[src/rtl/mips_pkg.sv]
// Shared encodings for the multi-cycle MIPS core: ISA fields, FSM states, ALU ops.
package mips_pkg;

  localparam logic [5:0] OP_RTYPE = 6'h00;
  localparam logic [5:0] OP_J     = 6'h02;
  localparam logic [5:0] OP_BEQ   = 6'h04;
  localparam logic [5:0] OP_BNE   = 6'h05;
  localparam logic [5:0] OP_ADDI  = 6'h08;
  localparam logic [5:0] OP_LW    = 6'h23;
  localparam logic [5:0] OP_SW    = 6'h2B;

  localparam logic [5:0] FN_SLL = 6'h00;
  localparam logic [5:0] FN_SRL = 6'h02;
  localparam logic [5:0] FN_ADD = 6'h20;
  localparam logic [5:0] FN_SUB = 6'h22;
  localparam logic [5:0] FN_AND = 6'h24;
  localparam logic [5:0] FN_OR  = 6'h25;
  localparam logic [5:0] FN_SLT = 6'h2A;

  typedef enum logic [3:0] {
    S_FETCH  = 4'd0,  S_DECODE = 4'd1,  S_MEMADR = 4'd2,  S_MEMRD  = 4'd3,
    S_MEMWB  = 4'd4,  S_MEMWR  = 4'd5,  S_EXEC   = 4'd6,  S_ALUWB  = 4'd7,
    S_ADDIEX = 4'd8,  S_ADDIWB = 4'd9,  S_BRANCH = 4'd10, S_JUMP   = 4'd11,
    S_HALT   = 4'd12
  } state_t;

  typedef enum logic [2:0] {
    ALU_ADD, ALU_SUB, ALU_AND, ALU_OR, ALU_SLT, ALU_SLL, ALU_SRL
  } alu_op_t;

  function automatic logic funct_legal(input logic [5:0] f);
    case (f)
      FN_SLL, FN_SRL, FN_ADD, FN_SUB, FN_AND, FN_OR, FN_SLT: return 1'b1;
      default: return 1'b0;
    endcase
  endfunction

  function automatic alu_op_t funct_op(input logic [5:0] f);
    case (f)
      FN_SUB:  return ALU_SUB;
      FN_AND:  return ALU_AND;
      FN_OR:   return ALU_OR;
      FN_SLT:  return ALU_SLT;
      FN_SLL:  return ALU_SLL;
      FN_SRL:  return ALU_SRL;
      default: return ALU_ADD;
    endcase
  endfunction

endpackage

[src/rtl/mips_regfile.sv]
// 32x32 register file: two async read ports, one sync write port, $0 hardwired to zero.
module mips_regfile (
  input  logic        clk,
  input  logic        rst_n,
  input  logic [4:0]  raddr1,
  input  logic [4:0]  raddr2,
  output logic [31:0] rdata1,
  output logic [31:0] rdata2,
  input  logic        we,
  input  logic [4:0]  waddr,
  input  logic [31:0] wdata
);

  logic [31:0] regs [32];

  always_ff @(posedge clk or negedge rst_n) begin
    if (!rst_n) begin
      for (int i = 0; i < 32; i++) regs[i] <= '0;
    end else if (we && (waddr != 5'd0)) begin
      regs[waddr] <= wdata;
    end
  end

  assign rdata1 = (raddr1 == 5'd0) ? 32'd0 : regs[raddr1];
  assign rdata2 = (raddr2 == 5'd0) ? 32'd0 : regs[raddr2];

endmodule

[src/rtl/mips_mc_core.sv]
// Multi-cycle MIPS core sharing one ALU and one unified memory port with a req/ready handshake.
module mips_mc_core
  import mips_pkg::*;
#(
  parameter logic [31:0] RESET_PC = 32'h0000_0000,
  parameter int unsigned ADDR_W   = 16
) (
  input  logic              clk,
  input  logic              reset,
  output logic              mem_req,
  output logic              mem_we,
  output logic [ADDR_W-1:0] mem_addr,
  output logic [31:0]       mem_wdata,
  input  logic [31:0]       mem_rdata,
  input  logic              mem_ready,
  output logic [31:0]       pc,
  output logic [31:0]       instr,
  output logic [3:0]        state,
  output logic              halted,
  output logic              retire
);

  state_t      state_q, dispatch_c;
  alu_op_t     alu_op_c;
  logic [31:0] pc_plus4, target, a, b, aluout, mdr;
  logic [31:0] simm_c, rd1_c, rd2_c, alu_b_c, alu_y_c, next_pc_c, rf_wdata_c;
  logic [5:0]  opcode_c, funct_c;
  logic [4:0]  rs_c, rt_c, rd_c, shamt_c, rf_waddr_c;
  logic        taken_c, commit_c, rf_we_c;

  function automatic logic [ADDR_W-1:0] word_addr(input logic [31:0] byte_addr);
    return byte_addr[ADDR_W+1:2];
  endfunction

  assign opcode_c = instr[31:26];
  assign rs_c     = instr[25:21];
  assign rt_c     = instr[20:16];
  assign rd_c     = instr[15:11];
  assign shamt_c  = instr[10:6];
  assign funct_c  = instr[5:0];
  assign simm_c   = {{16{instr[15]}}, instr[15:0]};
  assign state    = state_q;

  mips_regfile u_rf (
    .clk    (clk),
    .rst_n  (reset),
    .raddr1 (rs_c),
    .raddr2 (rt_c),
    .rdata1 (rd1_c),
    .rdata2 (rd2_c),
    .we     (rf_we_c),
    .waddr  (rf_waddr_c),
    .wdata  (rf_wdata_c)
  );

  // Shared ALU: R-type ops in EXEC, address/immediate add everywhere else.
  always_comb begin
    alu_b_c  = (state_q == S_EXEC) ? b : simm_c;
    alu_op_c = (state_q == S_EXEC) ? funct_op(funct_c) : ALU_ADD;
    case (alu_op_c)
      ALU_SUB: alu_y_c = a - alu_b_c;
      ALU_AND: alu_y_c = a & alu_b_c;
      ALU_OR:  alu_y_c = a | alu_b_c;
      ALU_SLT: alu_y_c = 32'($signed(a) < $signed(alu_b_c));
      ALU_SLL: alu_y_c = alu_b_c << shamt_c;
      ALU_SRL: alu_y_c = alu_b_c >> shamt_c;
      default: alu_y_c = a + alu_b_c;
    endcase
  end

  always_comb begin
    dispatch_c = S_HALT;
    case (opcode_c)
      OP_RTYPE:     dispatch_c = funct_legal(funct_c) ? S_EXEC : S_HALT;
      OP_LW, OP_SW: dispatch_c = S_MEMADR;
      OP_ADDI:      dispatch_c = S_ADDIEX;
      OP_BEQ, OP_BNE: dispatch_c = S_BRANCH;
      OP_J:         dispatch_c = S_JUMP;
      default:      dispatch_c = S_HALT;
    endcase
  end

  // Retire-state pc selection and register write-back.
  always_comb begin
    taken_c    = ((opcode_c == OP_BEQ) && (a == b)) || ((opcode_c == OP_BNE) && (a != b));
    next_pc_c  = pc_plus4;
    commit_c   = 1'b0;
    rf_we_c    = 1'b0;
    rf_waddr_c = rt_c;
    rf_wdata_c = aluout;
    case (state_q)
      S_MEMWB:  begin commit_c = 1'b1; rf_we_c = 1'b1; rf_wdata_c = mdr; end
      S_ALUWB:  begin commit_c = 1'b1; rf_we_c = 1'b1; rf_waddr_c = rd_c; end
      S_ADDIWB: begin commit_c = 1'b1; rf_we_c = 1'b1; end
      S_MEMWR:  commit_c = mem_ready;
      S_BRANCH: begin commit_c = 1'b1; if (taken_c) next_pc_c = target; end
      S_JUMP:   begin commit_c = 1'b1; next_pc_c = {pc_plus4[31:28], instr[25:0], 2'b00}; end
      default:  ;
    endcase
  end

  always_ff @(posedge clk or negedge reset) begin
    if (!reset) begin
      state_q   <= S_FETCH;
      pc        <= RESET_PC;
      instr     <= '0;
      pc_plus4  <= '0;
      target    <= '0;
      a         <= '0;
      b         <= '0;
      aluout    <= '0;
      mdr       <= '0;
      mem_req   <= 1'b0;
      mem_we    <= 1'b0;
      mem_addr  <= '0;
      mem_wdata <= '0;
      halted    <= 1'b0;
      retire    <= 1'b0;
    end else begin
      retire <= 1'b0;
      case (state_q)
        S_FETCH: begin
          // The first cycle out of reset only launches the fetch request.
          if (!mem_req) begin
            mem_req  <= 1'b1;
            mem_we   <= 1'b0;
            mem_addr <= word_addr(pc);
          end else if (mem_ready) begin
            mem_req  <= 1'b0;
            instr    <= mem_rdata;
            pc_plus4 <= pc + 32'd4;
            state_q  <= S_DECODE;
          end
        end
        S_DECODE: begin
          a       <= rd1_c;
          b       <= rd2_c;
          target  <= pc_plus4 + (simm_c << 2);
          state_q <= dispatch_c;
          halted  <= (dispatch_c == S_HALT);
        end
        S_MEMADR: begin
          aluout    <= alu_y_c;
          mem_req   <= 1'b1;
          mem_we    <= (opcode_c == OP_SW);
          mem_addr  <= word_addr(alu_y_c);
          mem_wdata <= b;
          state_q   <= (opcode_c == OP_SW) ? S_MEMWR : S_MEMRD;
        end
        S_MEMRD: begin
          if (mem_ready) begin
            mem_req <= 1'b0;
            mdr     <= mem_rdata;
            state_q <= S_MEMWB;
          end
        end
        S_EXEC:   begin aluout <= alu_y_c; state_q <= S_ALUWB;  end
        S_ADDIEX: begin aluout <= alu_y_c; state_q <= S_ADDIWB; end
        S_HALT:   ;
        default:  ;
      endcase
      if (commit_c) begin
        pc       <= next_pc_c;
        retire   <= 1'b1;
        state_q  <= S_FETCH;
        mem_req  <= 1'b1;
        mem_we   <= 1'b0;
        mem_addr <= word_addr(next_pc_c);
      end
    end
  end

endmodule

[config.mk]
export PLATFORM = sky130hd
export DESIGN_NAME = mips_mc_core
export DESIGN_NICKNAME = d
export VERILOG_FILES = /design/src/rtl/mips_pkg.sv /design/src/rtl/mips_regfile.sv /design/src/rtl/mips_mc_core.sv
export SDC_FILE = /design/constraint.sdc
export NUM_CORES = 2
export LEC_CHECK = 0
export ABC_AREA = 0
export BUFFER_PORTS_ARGS = -buffer_cell sky130_fd_sc_hd__buf_2
export CORE_MARGIN = 1.5
export CORE_UTILIZATION = 60
export CTS_CLUSTER_SIZE = 10
export DETAILED_ROUTE_END_ITERATION = 10
export PLACE_DENSITY = 0.77
export SYNTH_ARGS = -nofsm -noshare
export SYNTH_HDL_FRONTEND = slang
export SYNTH_HIERARCHICAL = 1
export SYNTH_SLANG_ARGS = --single-unit
export TNS_END_PERCENT = 10
[constraint.sdc]
create_clock -name clk -period 5.7 [get_ports clk]
set_input_delay 1.14 -clock clk [delete_from_list [all_inputs] [get_ports clk]]
set_output_delay 1.14 -clock clk [all_outputs]
set_load 0.1 [all_outputs]
==> out/qor.yml <==
final_layout:
  final_area_um2: 84700
  final_layout_size_suffix_gt1_share_pct: 35.2
  fin_util_pct: 65.6
  stdcell_count: 8098
  largest_reg_flops: 1024
  fill_cells: 9473
  finalNetCount: 6470
  top_register: "u_rf/regs"
  area_delta_synth_final_pct: 8.60
timing:
  finalHoldViolCount: 0
  skew_ns: 0.0267
  slew_headroom_pct: -6.82
  slew_violations: 2
  setup_tns_ns: 0
  fin_hold_ws_ns: 0.311
  worst_slew_pin_slew_ns: 1.59
  period_minus_slack_ns: 5.28
  rsz0062_at_grt: "false"
  period_share_pct: 92.7
  fmax_mhz: 189
  setup_viol: 0
grt:
  antenna_found_initial: 13
  grt_max_degree: 141
  grt_use_total_pct: 42.1
  grt.overflow.total: 0
  grt_pass1_vias: 58800
  grt_pass1_wl_um: 405000
clock_network:
  cts_sinks: 1336
  post_cts.repair.setup_buffers: 0
  clk_latency_ns: 0.81
  hold_buffers: 0
  cts_tree: "yes"
  cts_resized: 0
  cts_buffers: 155
  cts-root-buf: "clkbuf_16"
  clk_pin_slew_ns: 0.06
  cts_buffer_depth: 3
  htreeDepth: 4
logic_synthesis:
  syn_area_um2: 78000
  syn_inst: 6423
  ys_types: 92
  ys_seq_area_share_pct: 42.9
  synth_edf_count: 0
  synthFlopType: "dfrtp_1"
  yosysWarnings: 6
  synth_nets: 6588
  synth-seq-cells: 1336
  syn_avg_cell_area_um2: 12.1
  async_flop_share_pct: 100
detailed_routing:
  viasPerCell: 7.34
  routed_wire_length_per_instance_um: 34.3
  ant_nets: 0
  first_pass_iters: 9
  vias: 59400
  wl_um: 278000
  drc: 0
  drt_iter0_markers: 7520
run_status:
  violations: "capacitance limit, slew limit"
  status: "complete, but fails checks"
place:
  post-dp-hpwl_um: 184000
  gp_congestion: 1.06
  place_inst: 7890
  place_area_um2: 80400
  port_buffers: 154
min_path:
  min_path_type: "in -> async"
setup_path:
  worstSetupPathType: "reg -> reg"
  r2r-end: "aluout[29]"
  required_ns: 6.44
  critPathCaptureType: "flip-flop"
  start_kind: "flip-flop"
  r2r_slack_ns: 0.42
  ff2ff_path_depth: 17
  r2r-start: "state[3]"
  cp_max_fo: 16
  arrival_ns: 6.02
floorplan:
  core-area_um2: 129000
  fp-row-count: 132
  dieArea_um2: 132000
  start_util_pct: 60.4
  die_x_um: 364
  io_pins: 155
  die_h_um: 364
flow_run:
  maxCapViolCount: 1
power:
  p_per_area_nw_per_um2: 664
  leakagePower_nw: 38.3
  ir_worst_vdd_mv: 0.448
==> synth_stat cells, types with 84 or more instances <==
cell type,count,area (µm²)
mux2_2,1133,12800
nor2_1,222,833
mux2i_1,260,2600
inv_1,121,454
nand2_1,537,2020
clkbuf_1,383,1440
dfrtp_1,1336,33400
ha_1,127,1590
a21oi_1,221,1110
o22ai_1,95,594
mux4_2,484,10900
nor3_1,102,510
a211oi_1,84,631
buf_2,133,666
o21ai_0,195,976
==> metal layers <==
layer | routed length (µm) | vias to the layer above | GRT usage, %
li1 | - | 23800 | -
met1 | 103000 | 30500 | 54.7
met2 | 122000 | 4135 | 62.2
met3 | 32700 | 1040 | 12.2
met4 | 20300 | 12 | 26.5
met5 | 93 | - | 0
==> worst max-delay path by stage <==
stage	start	to	slack, ns	depth (start not counted)
after floorplan	instr[6]	aluout[30]	0.34	19
after global placement	state[3]	aluout[29]	0.65	17
after detailed placement	state[3]	aluout[29]	0.57	17
after CTS	state[3]	aluout[29]	0.55	17
after global routing	state[3]	aluout[29]	0.12	17
final	state[3]	aluout[29]	0.42	17
==> through the flow <==
| step | power (mW) | worst slack [ns] |
|---|---|---|
| final | 56.2 | 0.419 |
| after global routing | 58.3 | 0.115 |
| after CTS | 55.3 | 0.550 |
| after detailed placement | 46.2 | 0.565 |
| after global placement | 45.7 | 0.651 |
| after floorplan | 36.5 | 0.342 |
==> logic make-up after synthesis <==
kind of cell | synth area share [%]
AND/OR/NAND/NOR | 6.61
buffers and inverters | 4.09
AO/OA/AOI/OAI | 9.25
multiplexers | 33.9
adder cells (fa/ha/maj) | 2.11
XOR/XNOR | 1.19
flip-flops | 42.9
==> where the power goes <==
group	switching, mW	internal (mW)
Combinational	19.3	11.4
Sequential	3.72	12.8
Clock	3.93	5.05
==> cell type report <==
| type | count | area [µm²] | area share [%] |
|---|---|---|---|
| Tap cell | 1742 | 2180 | 2.57 |
| Inverter | 125 | 469 | 0.554 |
| Clock inverter | 12 | 193 | 0.228 |
| Multi-Input combinational cell | 4332 | 41600 | 49.1 |
| Antenna cell | 4 | 10.0 | 0.0118 |
| Timing Repair Buffer | 355 | 2650 | 3.12 |
| Clock buffer | 192 | 4130 | 4.88 |
| Sequential cell | 1336 | 33500 | 39.5 |
==> cell usage in the layout (no fill, tap or decap), types with 153 or more instances in the layout <==
cell type  instances
nand2_1          525
nor2_1           209
buf_2            153
clkbuf_16        158
buf_4            173
o21ai_0          195
mux2_2          1133
a21oi_1          221
mux4_2           484
mux2i_1          260
dfrtp_1         1324
==> critical path: stages (launching register included) <==
cell       delay, ns
dfrtp_1         0.61
nand4bb_4       0.43
buf_4           0.31
buf_4           0.28
nand2_1         0.08
buf_4           0.21
nand2_1         0.14
inv_1           0.08
ha_1            0.43
a21oi_1         0.42
a21oi_1         0.12
nor3_1          0.43
a2111oi_0       0.24
or3_1           0.52
o311ai_0        0.43
mux2i_1         0.24
nand2_1         0.07
a31oi_1         0.17
Power figures use the tool's default switching activity.
